===== src/rtl/parameterization_div.sv =====
// N-lane SIMD bfloat16 divider with one registered output stage.
// Each lane divides independently; subnormals flush to zero and no subnormals are produced.
module parameterization_div #(
    parameter int N = 2
) (
    input  logic            clk,
    input  logic            rst_n,
    input  logic [16*N-1:0] a,
    input  logic [16*N-1:0] b,
    output logic [16*N-1:0] c
);

    localparam logic [15:0] QNAN = 16'h7FC0;

    logic [16*N-1:0] quot_s;
    logic [16*N-1:0] c_r;

    // Single-lane bfloat16 divide with RNE rounding and special-case handling.
    function automatic logic [15:0] bf16_div(input logic [15:0] x, input logic [15:0] y);
        logic              sr;
        logic [7:0]        ex;
        logic [7:0]        ey;
        logic              x_nan;
        logic              y_nan;
        logic              x_inf;
        logic              y_inf;
        logic              x_zero;
        logic              y_zero;
        logic [7:0]        mx;
        logic [7:0]        my;
        logic [18:0]       num;
        logic [11:0]       q;
        logic              rem_nz;
        logic [6:0]        frac;
        logic              g;
        logic              st;
        logic              rup;
        logic [8:0]        mant;
        logic [6:0]        frac_out;
        logic signed [9:0] e;
        logic [15:0]       res;

        sr     = x[15] ^ y[15];
        ex     = x[14:7];
        ey     = y[14:7];
        x_nan  = (ex == 8'hFF) && (x[6:0] != 7'd0);
        y_nan  = (ey == 8'hFF) && (y[6:0] != 7'd0);
        x_inf  = (ex == 8'hFF) && (x[6:0] == 7'd0);
        y_inf  = (ey == 8'hFF) && (y[6:0] == 7'd0);
        // exponent zero covers both true zero and flushed subnormals
        x_zero = (ex == 8'h00);
        y_zero = (ey == 8'h00);

        mx     = {1'b1, x[6:0]};
        my     = {1'b1, y[6:0]};
        num    = {mx, 11'd0};
        q      = 12'(num / {11'd0, my});
        rem_nz = |(num % {11'd0, my});
        e      = $signed({2'b00, ex}) - $signed({2'b00, ey}) + 10'sd127;

        // q carries 11 fraction bits, so a sub-unity quotient still keeps guard and sticky
        if (q[11]) begin
            frac = q[10:4];
            g    = q[3];
            st   = (|q[2:0]) | rem_nz;
        end else begin
            frac = q[9:3];
            g    = q[2];
            st   = (|q[1:0]) | rem_nz;
            e    = e - 10'sd1;
        end

        rup  = g & (st | frac[0]);
        mant = {2'b01, frac} + {8'd0, rup};
        if (mant[8]) begin
            e        = e + 10'sd1;
            frac_out = 7'd0;
        end else begin
            frac_out = mant[6:0];
        end

        if (x_nan || y_nan) begin
            res = QNAN;
        end else if ((x_inf && y_inf) || (x_zero && y_zero)) begin
            res = QNAN;
        end else if (x_inf) begin
            res = {sr, 8'hFF, 7'd0};
        end else if (y_inf) begin
            res = {sr, 15'd0};
        end else if (y_zero) begin
            res = {sr, 8'hFF, 7'd0};
        end else if (x_zero) begin
            res = {sr, 15'd0};
        end else if (e >= 10'sd255) begin
            res = {sr, 8'hFF, 7'd0};
        end else if (e <= 10'sd0) begin
            res = {sr, 15'd0};
        end else begin
            res = {sr, e[7:0], frac_out};
        end
        return res;
    endfunction

    for (genvar i = 0; i < N; i++) begin : g_lane
        assign quot_s[16*i +: 16] = bf16_div(a[16*i +: 16], b[16*i +: 16]);
    end

    // Output register: one cycle of latency, cleared asynchronously.
    always_ff @(posedge clk or negedge rst_n) begin
        if (!rst_n) begin
            c_r <= '0;
        end else begin
            c_r <= quot_s;
        end
    end

    assign c = c_r;

endmodule


===== config.mk =====
export PLATFORM = sky130hd
export DESIGN_NAME = parameterization_div
export DESIGN_NICKNAME = d
export VERILOG_FILES = /design/src/rtl/parameterization_div.sv
export SDC_FILE = /design/constraint.sdc
export NUM_CORES = 1
export LEC_CHECK = 0
export ABC_AREA = 1
export CAP_MARGIN = 30
export CORE_ASPECT_RATIO = 0.7
export CORE_MARGIN = 10
export CORE_UTILIZATION = 60
export DETAILED_ROUTE_END_ITERATION = 6
export GPL_TIMING_DRIVEN = 0
export PLACE_DENSITY = 0.89
export SETUP_SLACK_MARGIN = 0.3
export SLEW_MARGIN = 40
export SYNTH_ARGS = -nofsm -noshare
export SYNTH_HDL_FRONTEND = slang
export SYNTH_SLANG_ARGS = --single-unit
export TNS_END_PERCENT = 30

===== constraint.sdc =====
create_clock -name clk -period 0.8 [get_ports clk]
set_input_delay 0.24 -clock clk [delete_from_list [all_inputs] [get_ports clk]]
set_output_delay 0.24 -clock clk [all_outputs]
set_load 0.01 [all_outputs]

==> impl_metrics.ini, run 1 <==
[floorplanning]
rows = 51
die_w_um = 220.1
initial_core_util = 0.6070
die_h_um = 160.0
pin_count = 98

[clock_tree]
root_buffer = clkbuf_16
ctsLongestPathBuffers = 2
numCtsBuffers = 5
clock-sinks = 32
h-tree-depth = 2

[synthesis]
synth_cell_type_count = 68
ys_seq_elements = 32
synth_area_per_cell_um2 = 5.732
syn_inst = 2933
synth_fp_nets = 3171
async_flop_share = 1.000
synth_flop_cell = dfrtp_1
synth_edf_count = 0
synth_area_um2 = 16810
ys_warn_count = 0
yosysSeqAreaShare = 0.04763

[placement]
hpwlAfterDp_um = 41490
io_buffers = 97
gp_congestion = 0.9678
post_dp_cell_area_um2 = 19100

[grt]
grt_max_degree = 20
grt_overflow = 84
grtUsageTotal = 0.7108

[status]
stop_stage = global routing
firstError = [ERROR GRT-0232] Routing congestion too high. Check the congestion heatmap in the GUI.
outcome = aborted with a tool error
## Yosys cell counts, drive strengths merged (27+ instances only)
library cell  number  area share
a21oi            152       0.046
buf               30       0.015
dfrtp             32       0.048
ha               168        0.13
inv              486        0.11
nand2            810        0.20
nand3            297        0.10
nand4             74       0.030
nor2             277       0.075
nor3              40       0.014
nor4              27       0.010
o21ai            209       0.064
xnor2             74       0.039
xor2             117       0.061
## routing by layer
| metal | GRT overflow | track usage |
|---|---|---|
| met5 | 1 | 0.3893 |
| met4 | 32 | 0.6361 |
| met3 | 5 | 0.6484 |
| met2 | 43 | 0.8132 |
| met1 | 3 | 0.7172 |
## logic make-up after synthesis
group / synth area share
xor+xnor: 0.09951
flops: 0.04763
buf+inv: 0.1294
fa+ha+maj: 0.1298
simple gates: 0.4531
compound gates: 0.1406
## through the flow
step	cells	setup WS, ps	setup TNS [ps]	util	hold WS (ps)
2_1_floorplan	2933	-17800	-508130	-	-55.59
3_5_place_dp	3402	-21950	-632710	0.6896	178.4
3_3_place_gp	3401	-21270	-649370	0.6888	900.1
4_1_cts	3837	-17630	-510510	0.8686	-119.3
## timing repair
| action | in CTS |
|---|---|
| setup endpoints to repair | 64 |
| hold endpoints to repair | 13 |
| gates resized for setup | 572 |
| pin swaps | 293 |
| buffers inserted | 420 |
| cloned | 7 |
==> run 2, diff against run 1 <==
--- a/config.mk
+++ b/config.mk
@@ -7,13 +7,11 @@
 export LEC_CHECK = 0
 export ABC_AREA = 1
 export CAP_MARGIN = 30
-export CORE_ASPECT_RATIO = 0.7
 export CORE_MARGIN = 10
-export CORE_UTILIZATION = 60
+export CORE_UTILIZATION = 40
 export DETAILED_ROUTE_END_ITERATION = 6
 export GPL_TIMING_DRIVEN = 0
-export PLACE_DENSITY = 0.89
-export SETUP_SLACK_MARGIN = 0.3
+export PLACE_DENSITY_LB_ADDON = 0.15
 export SLEW_MARGIN = 40
 export SYNTH_ARGS = -nofsm -noshare
 export SYNTH_HDL_FRONTEND = slang
==> run 2 against run 1 <==
Net effect:
- the flow now finishes, with violations (setup timing)
- area after synthesis unchanged
- synthesized cell count unchanged
==> impl_metrics.ini, run 2 <==
[setup_path]
path_delay_family = simple AND/OR/NAND/NOR gates
cpMaxStageDelayCell = ha_1
critPathMaxStageDelay_ps = 340
crit_buf_inv = 43
crit_type = in2reg
cp-start-kind = input pin
arrival_ps = 19200
crit_path_max_fanout = 10
cp.required_ps = 970
path_common_cell = nand2_2
end_kind = register

[placement]
post_dp_cell_area_um2 = 18870
gp_congestion = 0.8681
io_buffers = 97
hpwlAfterDp_um = 40760

[floorplanning]
pin_count = 98
die_w_um = 225.0
rows = 75
coreArea_um2 = 41760
initial_core_util = 0.4026
die_h_um = 225.0
die_area_um2 = 50630

[sta]
fin_crit_sh = 23.79
worst_pin_slew_ps = 753.7
hold_viol_final = 0
max_freq_mhz = 52.54
post-route-min-period_ps = 19030
layout_setup_ws_ps = -18230
slew_viol_final = 0
timing.hold.ws_ps = 416.0
setup_viol = 64
max_slew_margin = 0.4975
rsz0062_at_grt = yes

[grt]
grt_max_degree = 25
grt_pass1_vias = 20420
grt_busiest_layer = met2
grtUsageTotal = 0.2245
use_met3 = 0.01588
use_met2 = 0.3848
grt_overflow = 0
grt_pass1_wl_um = 97460
antenna_found_initial = 0
use_met1 = 0.3014

[synthesis]
async_flop_share = 1.000
ys_seq_elements = 32
synth_fp_nets = 3171
synth_area_per_cell_um2 = 5.732
ys_top_cells_by_area = nand2_1, ha_1, inv_1
ys_warn_count = 0
synth_flop_cell = dfrtp_1
synth_cell_type_count = 68
synth_top_area_frac = 0.1623
synth.most_common_cell = nand2_1
yosys.area.top_type = nand2_1
syn_inst = 2933
synth_edf_count = 0
synth_area_um2 = 16810
ys_top_cells_by_count = nand2_1, inv_1, nand3_1
yosysSeqAreaShare = 0.04763

[layout]
largest_reg_flops = 32
areaGrowthSynthToFinish_pct = 57.44
multiInputGateArea_um2 = 17210
layout_common_cells = nand2_1, buf_4, inv_1
antenna_cells = 0
final_common_cell = nand2_1
nets = 3826
layout.area.seq_um2 = 800.8
finalInstanceArea_um2 = 26470
layout-drive-gt1-share = 0.3918
fillers = 3514

[clock_tree]
cts_tree = built
ctsLongestPathBuffers = 2
clock-sinks = 32
h-tree-depth = 2
clk_pin_slew_ps = 60
numCtsBuffers = 5
root_buffer = clkbuf_16

[status]
failed_checks = setup timing
outcome = finished, violations left

[min_path]
hold_class = in2async

[route]
via_per_inst = 5.335
vias = 22020
wirelength_um = 65270
routedWlPerCell_um = 15.81
ant_nets = 0
drt-initial-drc-count = 1553
drc = 0
drt-pass1-iter-count = 6

[job]
cap_violations = 0
[run 2: final cells by class]
type	count	area share
inverters	491	0.07635
multi-input cells	2371	0.6504
well taps	539	0.02548
repair buffers	646	0.1915
plain buffers	41	0.02061
flip-flops and latches	32	0.03026
clock inverters	3	0.0007091
clock buffers	5	0.004727
[run 2: routing by layer]
layer  vias to the layer above  part of all wire
met3                       161             0.045
li1                      10900                 -
met4                         0             0.026
met1                     10310              0.45
met5                         -                 0
met2                       648              0.48
[run 2: per-stage QoR]
step | setup TNS, ps | worst slack [ps] | utilization | cells
final | -531920 | -18230 | 0.6338 | 4128
after global routing | -566110 | -19380 | 0.6338 | 4128
after CTS | -521120 | -17900 | 0.5782 | 4016
after detailed placement | -655730 | -22320 | 0.4520 | 3570
after global placement | -689880 | -22150 | 0.4516 | 3569
after floorplan | -522820 | -17890 | - | 2933
[run 2: logic make-up (layout without fill, tap and decap cells)]
logic type | after synthesis | after routing | share of synthesized area
AO/OA/AOI/OAI | 428 | 428 | 0.1406
XOR/XNOR | 191 | 191 | 0.09951
adder cells (fa/ha/maj) | 172 | 172 | 0.1298
buffers and inverters | 532 | 1186 | 0.1294
flip-flops | 32 | 32 | 0.04763
AND/OR/NAND/NOR | 1578 | 1580 | 0.4531
[run 2: what timing repair did]
item	4_1_cts	5_1_grt
pin swaps	281	309
hold buffers	2	0
setup endpoints to repair	64	64
resized for setup	624	391
buffers inserted	429	112
cloned	7	1
hold endpoints to repair	8	0
[run 2: worst paths after layout]
kind                        from    end  slack [ps]  cells after the start
max in group asynchronous  rst_n  c[17]          80                      2
setup / recovery           b[21]  c[16]      -18230                    155
hold / removal             rst_n  c[31]         420                      2
min in group clk            a[1]   c[6]         470                      5
Power of run 2 is left out: the tool's default activity adds up to more than one toggle a clock period on the data nets, which glitch-free logic cannot reach.
